### src/rtl/sm_cfg_pkg.sv
// Shared constants, state enum and sizing helper for the
// switch-matrix configuration loader.
package sm_cfg_pkg;

  localparam logic [2:0] SIDE_HIZ = 3'd0;
  localparam logic [2:0] SIDE_TOP = 3'd1;
  localparam logic [2:0] SIDE_RGT = 3'd2;
  localparam logic [2:0] SIDE_BOT = 3'd3;
  localparam logic [2:0] SIDE_LFT = 3'd4;

  localparam int SIDE_LSB = 0;
  localparam int SIDE_W   = 3;
  localparam int IDX_LSB  = 3;
  localparam int IDX_W    = 3;

  typedef enum logic [1:0] {
    ST_IDLE   = 2'd0,
    ST_LOAD   = 2'd1,
    ST_COMMIT = 2'd2
  } state_t;

  function automatic int sm_ne(
    input int n_tb,
    input int n_lr
  );
    return 2 * n_tb + 2 * n_lr;
  endfunction

endpackage

### src/rtl/sm_cfg_check.sv
// Combinational legality check of one config entry against its
// target pin. Ports: i_entry, i_pin in; o_legal, o_entry out.
module sm_cfg_check
  import sm_cfg_pkg::*;
#(
  parameter int N_TB = 5,
  parameter int N_LR = 4,
  parameter int CW   = 6
) (
  input  logic [CW-1:0] i_entry,
  input  logic [$clog2(sm_ne(N_TB, N_LR))-1:0] i_pin,
  output logic          o_legal,
  output logic [CW-1:0] o_entry
);

  logic [SIDE_W-1:0] w_side;
  logic [IDX_W-1:0]  w_idx;
  logic [2:0]        w_tside;
  int                w_p;
  int                w_i;
  int                w_tidx;

  assign w_side = i_entry[SIDE_LSB +: SIDE_W];
  assign w_idx  = i_entry[IDX_LSB +: IDX_W];

  // Target pin side/index from the clockwise entry number.
  always_comb begin
    w_p     = int'(i_pin);
    w_tside = SIDE_TOP;
    w_tidx  = 0;
    unique case (1'b1)
      (w_p < N_TB): begin
        w_tside = SIDE_TOP;
        w_tidx  = w_p;
      end
      (w_p >= N_TB && w_p < N_TB + N_LR): begin
        w_tside = SIDE_RGT;
        w_tidx  = w_p - N_TB;
      end
      (w_p >= N_TB + N_LR &&
       w_p < 2 * N_TB + N_LR): begin
        w_tside = SIDE_BOT;
        w_tidx  = w_p - N_TB - N_LR;
      end
      default: begin
        w_tside = SIDE_LFT;
        w_tidx  = w_p - 2 * N_TB - N_LR;
      end
    endcase
  end

  always_comb begin
    w_i     = int'(w_idx);
    o_legal = 1'b1;
    unique case (w_side)
      SIDE_HIZ: o_legal = 1'b1;
      SIDE_TOP,
      SIDE_BOT: o_legal = (w_i < N_TB);
      SIDE_RGT,
      SIDE_LFT: o_legal = (w_i < N_LR);
      default:  o_legal = 1'b0;
    endcase
    if (w_side == w_tside && w_i == w_tidx)
      o_legal = 1'b0;
    // hi-Z entries keep no index; rejects become hi-Z
    if (!o_legal || w_side == SIDE_HIZ)
      o_entry = '0;
    else
      o_entry = i_entry;
  end

endmodule

### src/rtl/sm_cfg_loader.sv
// Loads NE checked entries into a shadow array and commits them
// atomically to cfg_bus; cfg_clear zeroes, errors are counted.
module sm_cfg_loader
  import sm_cfg_pkg::*;
#(
  parameter int N_TB = 5,
  parameter int N_LR = 4,
  parameter int CW   = 6
) (
  input  logic clk,
  input  logic rst_n,
  input  logic cfg_start,
  input  logic cfg_clear,
  input  logic cfg_valid,
  input  logic [CW-1:0] cfg_data,
  output logic cfg_ready,
  output logic [sm_ne(N_TB, N_LR)*CW-1:0] cfg_bus,
  output logic busy,
  output logic cfg_done,
  output logic cfg_err,
  output logic [4:0] err_cnt
);

  localparam int NE = sm_ne(N_TB, N_LR);
  localparam int PW = $clog2(NE);

  state_t          r_state;
  state_t          w_next;
  logic [PW-1:0]   r_cnt;
  logic [CW-1:0]   r_shadow [NE];
  logic [NE*CW-1:0] r_bus;
  logic [NE*CW-1:0] w_pack;
  logic            r_done;
  logic            r_err;
  logic [4:0]      r_err_cnt;

  logic            w_hs;
  logic            w_last;
  logic            w_restart;
  logic            w_write;
  logic            w_commit;
  logic            w_zero;
  logic            w_legal;
  logic [CW-1:0]   w_san;

  sm_cfg_check #(
    .N_TB(N_TB),
    .N_LR(N_LR),
    .CW  (CW)
  ) u_check (
    .i_entry(cfg_data),
    .i_pin  (r_cnt),
    .o_legal(w_legal),
    .o_entry(w_san)
  );

  assign w_hs   = cfg_valid && (r_state == ST_LOAD);
  assign w_last = (r_cnt == PW'(NE - 1));

  always_comb begin
    w_next    = r_state;
    w_restart = 1'b0;
    w_write   = 1'b0;
    w_commit  = 1'b0;
    w_zero    = 1'b0;
    unique case (r_state)
      ST_IDLE: begin
        if (cfg_clear) begin
          w_zero = 1'b1;
        end else if (cfg_start) begin
          w_restart = 1'b1;
          w_next    = ST_LOAD;
        end
      end
      ST_LOAD: begin
        if (cfg_clear) begin
          w_zero = 1'b1;
          w_next = ST_IDLE;
        end else if (cfg_start) begin
          w_restart = 1'b1;
        end else if (w_hs) begin
          w_write = 1'b1;
          if (w_last)
            w_next = ST_COMMIT;
        end
      end
      ST_COMMIT: begin
        w_next = ST_IDLE;
        if (cfg_clear)
          w_zero = 1'b1;
        else
          w_commit = 1'b1;
      end
      default: w_next = ST_IDLE;
    endcase
  end

  always_comb begin
    w_pack = '0;
    for (int e = 0; e < NE; e++)
      w_pack[e*CW +: CW] = r_shadow[e];
  end

  always_ff @(posedge clk or negedge rst_n) begin
    if (!rst_n) begin
      r_state   <= ST_IDLE;
      r_cnt     <= '0;
      r_bus     <= '0;
      r_done    <= 1'b0;
      r_err     <= 1'b0;
      r_err_cnt <= '0;
      for (int e = 0; e < NE; e++)
        r_shadow[e] <= '0;
    end else begin
      r_state <= w_next;
      r_done  <= w_commit;
      if (w_restart) begin
        r_cnt     <= '0;
        r_err     <= 1'b0;
        r_err_cnt <= '0;
        for (int e = 0; e < NE; e++)
          r_shadow[e] <= '0;
      end else if (w_write) begin
        r_shadow[r_cnt] <= w_san;
        r_cnt           <= r_cnt + PW'(1);
        if (!w_legal) begin
          r_err <= 1'b1;
          if (r_err_cnt != 5'd31)
            r_err_cnt <= r_err_cnt + 5'd1;
        end
      end
      if (w_zero)
        r_bus <= '0;
      else if (w_commit)
        r_bus <= w_pack;
    end
  end

  assign cfg_ready = (r_state == ST_LOAD);
  assign busy      = (r_state == ST_LOAD) ||
                     (r_state == ST_COMMIT);
  assign cfg_bus   = r_bus;
  assign cfg_done  = r_done;
  assign cfg_err   = r_err;
  assign err_cnt   = r_err_cnt;

endmodule

### config.mk
export PLATFORM = sky130hd
export DESIGN_NAME = sm_cfg_loader
export DESIGN_NICKNAME = d
export VERILOG_FILES = /design/src/rtl/sm_cfg_pkg.sv /design/src/rtl/sm_cfg_check.sv /design/src/rtl/sm_cfg_loader.sv
export SDC_FILE = /design/constraint.sdc
export NUM_CORES = 1
export LEC_CHECK = 0
export ABC_AREA = 1
export BUFFER_PORTS_ARGS = -buffer_cell sky130_fd_sc_hd__buf_2
export CORE_MARGIN = 5
export CORE_UTILIZATION = 40
export DETAILED_ROUTE_END_ITERATION = 10
export PLACE_DENSITY_LB_ADDON = 0.15
export SLEW_MARGIN = 20
export SYNTH_ARGS = -nofsm -noshare
export SYNTH_HDL_FRONTEND = slang
export SYNTH_SLANG_ARGS = --single-unit
### constraint.sdc
create_clock -name clk -period 5.4 [get_ports clk]
set_input_delay 0.81 -clock clk [delete_from_list [all_inputs] [get_ports clk]]
set_output_delay 0.81 -clock clk [all_outputs]
set_load 0.05 [all_outputs]
==> impl_summary.md, run 1 <==
Setup path
The worst setup path is captured at a flop. The required time of the critical path is 5.82 ns. The highest fanout seen on the critical path is 37. The source of the worst register-to-register timing path is r_cnt[2]. The critical path starts at r_cnt[2]. Traced cell by cell, the critical path runs through inv_4 -> ha_1 -> inv_1 -> nand2_2 -> nand4_4 -> nand2_4 -> o21ai_0 -> ha_1 -> nand3_1 -> ha_1 -> nand4_1 -> nand3b_1 -> nand2_1 -> inv_1 -> nor2_1 -> nand3_1 -> nand2_2 -> inv_2 -> nand2_1 -> o21ai_0. The startpoint class of the critical path is a flop. Among the stages of the critical path, the cell type that occurs most often is ha_1. The standard cell with the maximum stage delay on the critical path is dfrtp_1. The delay of the slowest cell on the worst path is 0.63 ns.

Data arrives at the worst endpoint at 4.70 ns. The setup check on the worst reg-to-reg path leaves a slack of 1.12 ns. By startpoint and endpoint, the worst setup path is classified as reg -> reg.

Yosys
The post-synthesis async set-or-reset flop share is 100%. The post-synthesis cell type with the largest combined area is dfrtp_1. The top flip-flop cell by instance count after synthesis is dfrtp_1. In this run, distinct cell masters in the synthesized netlist total 29. After synthesis, the largest area contributor takes up 56.0% of total cell area. The average footprint of a synthesized cell is 8.52 um^2.

The synthesized design contains 0 enable-type register cells. The synthesized instance count is 1206. In this run the cell area of the synthesized design comes to 10300 um^2. The number of nets produced by synthesis is 1236. The post-synthesis sequential area ratio is 56.0%. During synthesis, Yosys emitted a total of 0 warnings.

The synthesized design contains 230 register bits. Sorting the synthesized cells by area gives the leading types as dfrtp_1 (56%), nand2_1 (14%), nand4_1 (6.0%).

Drt
In the final routed layout, each cell accounts on average for 16.0 um. The final route contains 8220 vias. After detailed routing, the total wire length is 26.4 mm. The total iterations of the first detailed-routing run is 5.

The ratio of routed vias to standard cells is 4.97. The count of nets left with antenna violations after detail routing is 0. The count of unresolved DRC violations after routing is 0. After the first detailed-routing iteration, the DRC count stood at 718.

Power
The power density of the placed cells is 355 nW/um^2. The clock network power share is 39.6%. The share of total power dissipated in sequential elements is 42.9%. For this design the static power due to leakage is 6.30 nW. The worst voltage drop across the vdd grid is 0.000394 V.

The internal portion of the total power is 2.90 mW. The analysis attributes to net switching a power of 1.33 mW. The fraction of power spent switching nets is 31.5%. The combinational share of power is 17.5%.

Timing
The worst pin sits at a relative slew slack of 32.7%. The final critical delay including setup and external delays is 4.28 ns. In the finished design, the share of the clock period the worst path needs comes to 79.2%. At the pin with the least slew margin, the transition time is 1.00 ns. Setup repair after global routing left no endpoint under its margin. The number of failing hold endpoints at the final stage is 0. The max-slew violation total from the final report came to 0.

On the final layout, the worst clock skew is 0.0222 ns. Setup violations remaining at the end of the flow were counted as 0. The total negative setup slack is 0 ns. The maximum clock rate is 234 MHz.

Placed design
Input and output buffers added on the ports amount to 127. The HPWL reported at the end of detailed placement is 16.3 mm. The total placed instance area is 11100 um^2. After detailed placement, the design holds a cell count of 1608. At the end of routability-driven placement, the weighted congestion stood at 0.856.

Final layout
The number of inserted filler cells in the final layout is 2559. Leaving out fill and tap cells, the most frequent cell in the layout is nand2_1. The finished layout holds 1654 standard cells, fillers aside. Once layout is done, the placed cells without fillers occupy 11900 um^2. Summing all flip-flop and latch instances after layout gives 5760 um^2.

The proportion of layout cells with a drive suffix above 1 is 14.7%. The library cells used most frequently in the layout, excluding fill and tap cells, are nand2_1 (373), dfrtp_1 (230), inv_1 (159), buf_2 (126), o21ai_0 (122). The net count reported at finish is 1335.

The area growth from synthesis to layout is 15.8%. The final antenna diode count is 0. The area used by multi-input combinational logic is 3580 um^2.

Clock network
The TritonCTS clock tree is built. The buffer type at the clock tree root is clkbuf_16. Buffers added to address setup during post-CTS repair amount to 0. The clock reaches the later pin of the worst-skew pair after 0.52 ns.

The number of sinks driven by the clock tree is 230. The longest clock path from root to sink contains 3 buffers. CTS built an H-tree with a depth of 1. Clock-pin slew was measured on the worst setup and hold paths at 0.06 ns.

The total clock buffers created by CTS is 25. The post-CTS resize count is 0. The hold-fix buffer count after cts is 0.

Global route
The first global-routing pass estimated 43.8 mm of wire. Entering global routing, the biggest net connects 125 pins. The overall overflow remaining after global route is 0. The initial antenna violation count was 1. The total track usage is 18.3%. The via count of the first global-routing pass is 8263.

Run
The max capacitance violation total is 0.

Floorplanning
The die footprint is 29000 um^2. The x dimension of the die is 170 um. The core region is 25300 um^2. 128 I/O pins were placed. For this configuration, the core starts out at a cell density of 40.7%.

Measured along the y axis, the die boundary spans 170 um. The initialized floorplan defines 58 standard-cell rows.

Run status
The flow ran to the end, and the final reports show no timing, DRC or antenna violations.

Min path
The worst min-delay path category is in -> async.
power groups by stage:
stage               clock, mW  sequential [mW]  combinational (mW)
global route             1.79             1.82               0.829
finish                   1.67             1.81               0.741
detailed placement          0             1.85               0.747
floorplan                   0             1.89               0.489
global placement            0             1.84               0.747
CTS                      1.71             1.81               0.750
cell type report:
cell class	instances	area share (%)
clock buffer	40	6.49
inverter	165	5.26
timing repair buffer	133	5.91
multi-input combinational	750	30.1
sequential	230	48.4
clock inverter	6	0.337
tap	330	3.47
final timing paths:
kind | end | cells past startpoint
hold / removal | cfg_bus[107] | 1
hold reg to reg | r_shadow[58] | 2
min in group clk | r_shadow[58] | 2
max in group asynchronous | cfg_bus[16] | 2
setup reg to reg | r_shadow[8] | 20
setup / recovery | r_shadow[8] | 20
cells in the mapped netlist (2+ instances only):
cell,n
a21oi_2,2
nor3_1,3
buf_6,11
ha_1,19
nand2_4,2
a21oi_1,8
buf_4,3
nand3b_1,2
nand3_1,31
nor2_1,60
dfrtp_1,230
buf_1,5
inv_1,159
o21ai_0,122
nand3_2,3
clkbuf_1,41
o21ai_1,14
xor2_1,4
nand2_2,2
nand4_1,99
inv_4,2
inv_2,4
nand2_1,374
flip-flops by register name, summed over array words and instances, names as in the netlist:
name	flops
cfg_done	1
cfg_bus	108
r_cnt	5
err_cnt	5
r_shadow	108
r_state	2
cfg_err	1
cell families after synthesis:
| logic type | synth area share (%) |
|---|---|
| xor+xnor | 0.341 |
| buf+inv | 9.23 |
| simple gates | 24.6 |
| compound gates | 7.43 |
| fa+ha+maj | 2.31 |
| flops | 56.0 |
worst max-delay path, delay by kind of cell (launching register included):
kind	cells	cell delay, ns
AO/OA/AOI/OAI	2	0.69
adder cells (fa/ha/maj)	3	0.65
buffers and inverters	4	0.69
flip-flops	1	0.63
AND/OR/NAND/NOR	11	1.48
routing by layer:
layer / wire length, um / GRT usage, % / vias to the layer above
met5: 13 / 0 / -
met4: 323 / 3.23 / 2
met3: 1250 / 2.86 / 27
met2: 12200 / 29.3 / 174
met1: 12600 / 26.7 / 3956
li1: - / - / 4061
stage by stage:
step,hold slack (ns),utilization (%),worst slack (ns),power (mW)
finish,0.384,47.1,1.12,4.23
global route,0.485,47.1,0.685,4.44
CTS,0.430,47.1,1.09,4.28
detailed placement,0.466,43.9,1.11,2.59
global placement,0.465,43.9,1.32,2.59
floorplan,0.449,-,2.33,2.38
(Power assumes the default switching activity.)
==> run 2: changes to the inputs <==
--- a/config.mk
+++ b/config.mk
@@ -5,7 +5,7 @@
 export SDC_FILE = /design/constraint.sdc
 export NUM_CORES = 1
 export LEC_CHECK = 0
-export ABC_AREA = 1
+export ABC_AREA = 0
 export BUFFER_PORTS_ARGS = -buffer_cell sky130_fd_sc_hd__buf_2
 export CORE_MARGIN = 5
 export CORE_UTILIZATION = 40
==> constraint.sdc (replaced) <==
create_clock -name clk -period 4.1 [get_ports clk]
set_input_delay 0.615 -clock clk [delete_from_list [all_inputs] [get_ports clk]]
set_output_delay 0.615 -clock clk [all_outputs]
set_load 0.05 [all_outputs]
==> run 2 against run 1 <==
Largest power group is now the clock network. Total power is 30% higher. Sequential share of layout area is 1.6 points higher. Worst setup slack lost 0.90 ns. Die area fell by 7.0%.
==> impl_summary.md, run 2 <==
Setup path
The endpoint of the worst register-to-register path is r_shadow[46]. The standard cell with the maximum stage delay on the critical path is dfrtp_1. Among the stages of the critical path, the cell type that occurs most often is ha_2. The number of cells on the worst reg-to-reg path is 17 (-15%). The critical path ends at r_shadow[46]. The reg2reg setup slack is 0.22 ns (-0.90 ns). The required time of the critical path is 4.51 ns (-1.31 ns). The data arrival time of the critical path is 4.29 ns (-0.41 ns). The highest fanout seen on the critical path is 9 (-76%).

The worst setup path is of the reg -> reg kind. The origin of the worst setup path is r_cnt[2]. The delay of the slowest cell on the worst path came to 0.37 ns (-0.26 ns).

The startpoint class of the critical path is a flop. The signal on the critical path passes through inv_1 -> ha_2 -> a21boi_4 -> a211o_1 -> nor2_1 -> a21oi_1 -> xnor2_1 -> ha_2 -> nand2_1 -> ha_1 -> nor4_2 -> a31oi_1 -> or3_1 -> o21a_2 -> and3_2 -> buf_4 -> a21o_1. STA classifies the critical path endpoint as a flop. The source of the worst register-to-register timing path is r_cnt[2].

Final layout
The net count reported at finish is 985 (-26%). In the layout the commonest cells are dfrtp_1 (229), buf_2 (126), a22o_1 (108), nand3_1 (85), o21ai_0 (63). The final antenna diode count is 0 (unchanged). The proportion of layout cells with a drive suffix above 1 was 22.4% (+7.8 points). The area of all placed cells without fillers is 11500 um^2 (-3.1%). The area used by multi-input combinational logic is 3550 um^2 (-0.94%).

From synthesis to final layout, the design area changed by 21.3%. The number of inserted filler cells in the final layout is 2202 (-14%). The area taken by flip-flops and latches is 5760 um^2 (about the same).

The post-route core utilization came to 49.3% (+2.2 points). The leading cell type in the layout, fill and taps excluded is dfrtp_1.

Clock network
The number of sinks driven by the clock tree came to 230 (unchanged). The TritonCTS clock tree is built. The maximum root-to-sink buffer count came to 3 (unchanged). The post-CTS clock slew at the launch and capture registers of the worst setup and hold paths is 0.06 ns (about the same). In this run the clock root is driven by a clkbuf_16. The clock latency of the later-clocked register in the worst-skew pair is 0.53 ns (about the same). The total clock buffers created by CTS is 25 (unchanged). The H-tree depth reported by CTS is 1 (unchanged). The hold-fix buffer count after cts is 0 (unchanged).

Yosys
By area the synthesized netlist is led by dfrtp_1 (61%), a22o_1 (10%), nand3_1 (4.5%). The post-synthesis sequential area ratio came to 60.6% (+4.5 points). The warning count from the yosys run came to 0 (unchanged).

The synthesized instance count came to 827 (-31%). The average footprint of a synthesized cell was 11.5 um^2 (+35%). The unique cell type count in the Yosys netlist came to 53 (+83%). After synthesis, the most frequently instantiated cells are dfrtp_1 (230), a22o_1 (108), nand3_1 (85).

The synthesized flop and latch total is 230 (unchanged). The most used flip-flop cell after synthesis is dfrtp_1. The number of flops mapped to enable cells by yosys came to 0 (unchanged). The post-synthesis instance area was 9510 um^2 (-7.5%).

dfrtp_1 is the most common cell in the netlist. The number of nets produced by synthesis is 857 (-31%). The post-synthesis async set-or-reset flop share is 100% (unchanged). The post-synthesis cell type with the largest combined area is dfrtp_1.

The area share of the largest cell type after synthesis is 60.6% (+4.5 points).

Floorplanning
The placeable core area is 23400 um^2 (-7.3%). The initial standard-cell utilization of the core is 40.6% (-0.054 points). The vertical extent of the die was 164 um (-3.6%). The die footprint came to 26900 um^2 (-7.0%). The count of boundary I/O pins is 128 (unchanged).

The x dimension of the die came to 164 um (-3.6%). The row count was 56 (-3.4%).

Power
The worst voltage drop across the vdd grid is 0.000478 V (+21%). The leakage power is 6.13 nW (-2.7%). The total power was 5.48 mW (+30%). The power density of the placed cells is 476 nW/um^2 (+34%).

Drt
The wire length reported by the detailed router came to 24.7 mm (-6.6%). The ratio of routed vias to standard cells is 5.36 (+7.8%). The count of unresolved DRC violations after routing is 0 (unchanged). The length of routed met3 wiring is 1.14 mm (-8.1%). The final routed wire length divided by cell count was 19.1 um (+20%). The number of design-rule violations left by the first detailed-router iteration is 520 (-28%). The total via count after detailed routing is 6920 (-16%). In this run the top signal layer used is met4.

The total iterations of the first detailed-routing run was 5 (unchanged). The total length of routed met2 wires is 11.0 mm (-9.7%). The count of nets left with antenna violations after detail routing is 0 (unchanged).

The routed metal-1 wirelength is 12.1 mm (-4.1%).

Timing
The relative max-transition margin is 41.3% (+8.6 points). The max-slew violation total from the final report came to 0 (unchanged). The share of the cycle needed by the critical path after routing is 94.6% (+15 points). The final critical delay including setup and external delays is 3.88 ns (-0.399 ns). The number of setup violations in the final report is 0 (unchanged). The slew at the pin with the worst max-slew slack is 0.880 ns (-0.125 ns).

The post-route clock skew is 0.0139 ns (-0.00823 ns). The maximum clock rate is 258 MHz (+10%). The number of failing hold endpoints at the final stage is 0 (unchanged).

The total negative setup slack is 0 ns (unchanged).

Placed design
The quantity of I/O buffers inserted on ports was 127 (unchanged). The total placed instance area is 10600 um^2 (-4.5%). The final weighted congestion in routability-driven placement is 0.841 (-1.8%). The HPWL reported at the end of detailed placement was 16.1 mm (-1.2%).

Global route
The total track usage was 18.3% (+0.033 points). The global-route wire length before repair is 39.7 mm (-9.3%). The initial antenna violation count came to 0 (-1). The via count of the first global-routing pass is 6882 (-17%). The largest net degree at the start of global routing came to 115 (-8.0%). The overall overflow remaining after global route is 0 (unchanged).

Min path
The worst min-delay path category is in -> async.

Run
The max capacitance violation total is 0 (unchanged).

Run status
The run finished with clean final reports.
-- run 2: per-layer routing --
metal / vias up / track usage, %
li1: 3301 / -
met3: 27 / 3.06
met1: 3434 / 27.6
met4: 0 / 3.96
met5: - / 0
met2: 158 / 27.8
-- run 2: logic make-up after synthesis --
kind of cell             after synthesis  share of synthesized area, %
XOR/XNOR                               8                         0.737
adder cells (fa/ha/maj)               19                          2.50
multiplexers                           4                         0.434
buffers and inverters                 65                          2.80
AND/OR/NAND/NOR                      238                          13.0
flip-flops                           230                          60.6
AO/OA/AOI/OAI                        263                          20.0
-- run 2: critical path, delay by kind of cell (launching register included) --
kind / cells / cell delay (ns)
AOI/OAI and AO/OA: 6 / 0.93
and+or+nand+nor: 5 / 1.05
DFF: 1 / 0.37
buffers and inverters: 2 / 0.34
adders and majority gates: 3 / 0.77
xor gates and xnor gates: 1 / 0.29
-- run 2: where the power goes --
| group | internal (mW) | switching (mW) | leakage (nW) |
|---|---|---|---|
| logic | 0.197 | 0.603 | 2.48 |
| clock network | 1.44 | 0.906 | 0.433 |
| registers | 2.30 | 0.0271 | 3.21 |
-- run 2: worst min-delay path by stage --
stage	depth (start not counted)	endpoint	startpoint
global route	1	cfg_bus[7]	rst_n
global placement	1	cfg_bus[39]	r_shadow[69]
floorplan	0	cfg_bus[0]	rst_n
CTS	1	cfg_bus[6]	rst_n
detailed placement	1	cfg_bus[78]	cfg_bus[78]
finish	1	cfg_bus[7]	rst_n
-- run 2: layout make-up --
class | count | area share, %
clock buffers | 37 | 6.43
clock inverters | 8 | 1.16
inverters | 9 | 0.315
multi-input cells | 532 | 30.8
flip-flops and latches | 230 | 49.9
well taps | 319 | 3.46
repair buffers | 157 | 7.88
-- run 2: stage by stage --
stage	instances	hold slack [ns]	setup WS, ns
2_1_floorplan	827	0.319	0.000651
3_3_place_gp	1245	0.470	0.102
3_5_place_dp	1245	0.479	0.00201
4_1_cts	1290	0.209	0.0310
5_1_grt	1292	0.235	-0.0618
6_report	1292	0.169	0.221
-- run 2: repair_timing --
action                     in CTS  in global routing
resized for setup               1                 14
pin swaps                       0                  2
setup endpoints to repair       1                113
setup buffers                   0                  2
==> run 3: changes to the inputs <==
--- a/config.mk
+++ b/config.mk
@@ -5,7 +5,7 @@
 export SDC_FILE = /design/constraint.sdc
 export NUM_CORES = 1
 export LEC_CHECK = 0
-export ABC_AREA = 0
+export ABC_AREA = 1
 export BUFFER_PORTS_ARGS = -buffer_cell sky130_fd_sc_hd__buf_2
 export CORE_MARGIN = 5
 export CORE_UTILIZATION = 40
==> run 3 against run 2 <==
Die area rose by 7.6%. Non-clock buffer count down 19. Cell count increased by 28%. Largest power group is now registers. Register-to-register slack improved by 0.28 ns. Combinational power increased by 26%. Sequential power up 3%. Worst hold slack got worse by 0.063 ns. Global-route usage is 0.14 points higher. Sequential cell count did not move. First-iteration DRC count rose by 36%.
==> impl_summary.md, run 3 (synthesized netlist as in run 1, its figures left out) <==
Final layout
The net count reported at finish is 1340 (+36%). Relative to the synthesized area, the layout overhead comes to 16.9%. Leaving out fill and tap cells, the most frequent cell in the layout is nand2_1. The non-filler instance count after layout came to 1658 (+28%).

The final antenna diode count is 0 (unchanged). The proportion of layout cells with a drive suffix above 1 is 14.8% (-7.6 points). The library cells used most frequently in the layout, excluding fill and tap cells, are nand2_1 (373), dfrtp_1 (230), inv_1 (159), buf_2 (126), o21ai_0 (122).

Power
The total net switching power is 1.75 mW (+14%). The leakage power is 6.34 nW (+3.6%). The fraction of power spent switching nets is 30.5% (+2.5 points). The internal power component is 3.97 mW (+0.66%). The clock network power share is 40.5% (-2.4 points). The worst voltage drop across the vdd grid is 0.000489 V (+2.3%). The part of the power in registers is 41.8% (-0.7 points). The combinational share of power came to 17.7% (+3.1 points). The power density of the placed cells is 476 nW/um^2 (+0.14%).

Placed design
The pre-CTS worst setup slack came to 0.385 ns (+0.383 ns). The final weighted congestion in routability-driven placement is 0.874 (+3.9%). The post-placement cell count came to 1613 (+30%). The HPWL reported at the end of detailed placement is 16.6 mm (+3.4%). The quantity of I/O buffers inserted on ports came to 127 (unchanged).

Drt
The wire length reported by the detailed router is 26.6 mm (+7.7%). The ratio of routed vias to standard cells came to 4.95 (-7.5%). The count of unresolved DRC violations after routing came to 0 (unchanged). The number of design-rule violations left by the first detailed-router iteration came to 705 (+36%). The total via count after detailed routing is 8213 (+19%). The count of nets left with antenna violations after detail routing is 0 (unchanged).

The total iterations of the first detailed-routing run came to 5 (unchanged). The final routed wire length divided by cell count is 16.0 um (-16%).

Global route
The overall overflow remaining after global route is 0 (unchanged). The initial antenna violation count is 0 (unchanged). The via count of the first global-routing pass is 8298 (+21%). The largest net degree at the start of global routing is 91 (-21%). The global-route wire length before repair is 44.0 mm (+11%). The total track usage is 18.4% (+0.14 points).

Clock network
TritonCTS built the clock tree. The post-CTS setup buffer count is 0 (unchanged). The H-tree depth reported by CTS is 1 (unchanged).

The clock latency of the later-clocked register in the worst-skew pair is 0.51 ns (-0.02 ns). The cell sitting at the root of the clock tree is a clkbuf_16. The maximum root-to-sink buffer count was 3 (unchanged). The total clock buffers created by CTS was 25 (unchanged). The number of sinks driven by the clock tree is 230 (unchanged). The post-CTS clock slew at the launch and capture registers of the worst setup and hold paths is 0.06 ns (about the same).

Floorplanning
The die footprint is 29000 um^2 (+7.6%). The initial standard-cell utilization of the core is 40.7% (+0.054 points). The placeable core area came to 25300 um^2 (+7.9%). The row count was 58 (+3.6%). The count of boundary I/O pins is 128 (unchanged). The x dimension of the die was 170 um (+3.7%). The vertical extent of the die came to 170 um (+3.7%).

Setup path
The source of the worst register-to-register timing path is r_cnt[2]. The highest fanout seen on the critical path is 57 (+48). The family of cells with the greatest summed delay on the critical path is simple AND/OR/NAND/NOR gates. The reg2reg setup slack came to 0.50 ns (+0.28 ns). The required time of the critical path is 4.54 ns (+0.03 ns).

The delay of the slowest cell on the worst path was 0.65 ns (+0.28 ns). The number of buffers and inverters on the critical path is 5 (+3). The type of destination of the critical path is a flop. The endpoint of the worst register-to-register path is r_shadow[36]. The setup path with the least slack is of type reg -> reg.

Among all stages on the critical path, the largest delay is contributed by dfrtp_1. The startpoint class of the critical path is a flop. The number of cells on the worst reg-to-reg path is 21 (+4). Traced cell by cell, the critical path runs through inv_4 -> ha_1 -> inv_1 -> nand2_2 -> nand4_4 -> nand2_4 -> o21ai_0 -> ha_1 -> nand3_1 -> ha_1 -> nand4_1 -> nand3b_1 -> nand2_1 -> inv_1 -> nor2_1 -> nand3_1 -> nand2_2 -> inv_2 -> buf_6 -> nand4_1 -> nand2_1.

The data arrival time of the critical path came to 4.04 ns (-0.25 ns). In this design, the critical path's most frequently occurring cell is ha_1.

Timing
The share of the cycle needed by the critical path after routing is 87.8% (-6.8 points). The relative max-transition margin came to 30.6% (-11 points). The number of setup violations in the final report is 0 (unchanged). The number of failing hold endpoints at the final stage came to 0 (unchanged). The final-layout worst hold slack is 0.106 ns (-0.0632 ns).

The post-route clock skew is 0.00697 ns (-0.00696 ns). The max-slew violation total from the final report is 0 (unchanged). The maximum clock rate was 278 MHz (+7.7%). The final critical delay including setup and external delays is 3.60 ns (-0.278 ns).

The final critical-path setup slack is 0.499 ns (+0.278 ns). Setup repair after global routing left no endpoint under its margin. The slew at the pin with the worst max-slew slack is 1.04 ns (+0.161 ns). The total negative setup slack was 0 ns (unchanged).

Min path
The worst hold path belongs to the class in -> async.

Run
The max capacitance violation total is 0 (unchanged).

Run status
The flow ran to the end, and the final reports show no timing, DRC or antenna violations.
## run 3: cell count changes in the layout (fill, tap and decap cells not counted), sizes merged, moves of 5 or more
| cell | delta |
|---|---|
| a21oi | -6 |
| nand2b | -9 |
| nand4 | +99 |
| inv | +153 |
| a22o | -108 |
| nor2 | +27 |
| nor2b | -8 |
| a21o | -32 |
| and3 | -46 |
| nand2 | +343 |
| o21ai | +57 |
| nand3 | -51 |
| a31o | -5 |
| buf | -19 |
## run 3: metal layers
metal / routed length [um] / global-route usage (%) / vias to the layer above
met5: 0 / 0 / -
met4: 376 / 4.10 / 0
met3: 1290 / 2.67 / 30
met2: 12200 / 29.4 / 182
met1: 12700 / 26.9 / 3932
li1: - / - / 4069
## run 3: power groups by stage
stage               Sequential, mW  Combinational (mW)  Clock [mW]
floorplan                     2.49               0.644           0
global placement              2.43                1.00           0
detailed placement            2.43                1.03           0
CTS                           2.39                1.03        2.38
global route                  2.40                1.13        2.49
finish                        2.39                1.01        2.31
## run 3: layout make-up
class,count,area [um^2]
multi-input combinational,750,3580
clock buffer,38,734
tap,330,413
clock inverter,7,113
timing repair buffer,138,777
fill,2509,13300
sequential,230,5760
inverter,165,626
## run 3: worst max path at each step
stage / startpoint / end / slack (ns) / depth (start not counted)
6_report: r_cnt[2] / r_shadow[36] / 0.50 / 21
3_5_place_dp: r_cnt[2] / r_shadow[62] / 0.39 / 21
2_1_floorplan: r_cnt[1] / r_shadow[101] / 1.03 / 20
4_1_cts: r_cnt[2] / r_shadow[62] / 0.37 / 21
3_3_place_gp: r_cnt[2] / r_shadow[62] / 0.48 / 21
5_1_grt: r_cnt[2] / r_shadow[40] / 0.06 / 21
## run 3: stage by stage
step | cell area [um^2] | power, mW | utilization, %
after CTS | 12000 | 5.80 | 47.5
after global placement | 11100 | 3.43 | 44.0
after detailed placement | 11200 | 3.46 | 44.2
after global routing | 12000 | 6.01 | 47.5
after floorplan | 10300 | 3.13 | -
final | 12000 | 5.72 | 47.5
## run 3: worst reg2reg max path, delay by kind of cell (launching register included)
kind,cells,cell delay (ns)
buffers and inverters,5,0.65
AO/OA/AOI/OAI,1,0.34
adder cells (fa/ha/maj),3,0.66
flip-flops,1,0.65
AND/OR/NAND/NOR,12,1.23
## run 3: timing repair
action	CTS	global route
endpoints found under the setup margin	0	54
hold buffers	0	0
resized for setup	0	1
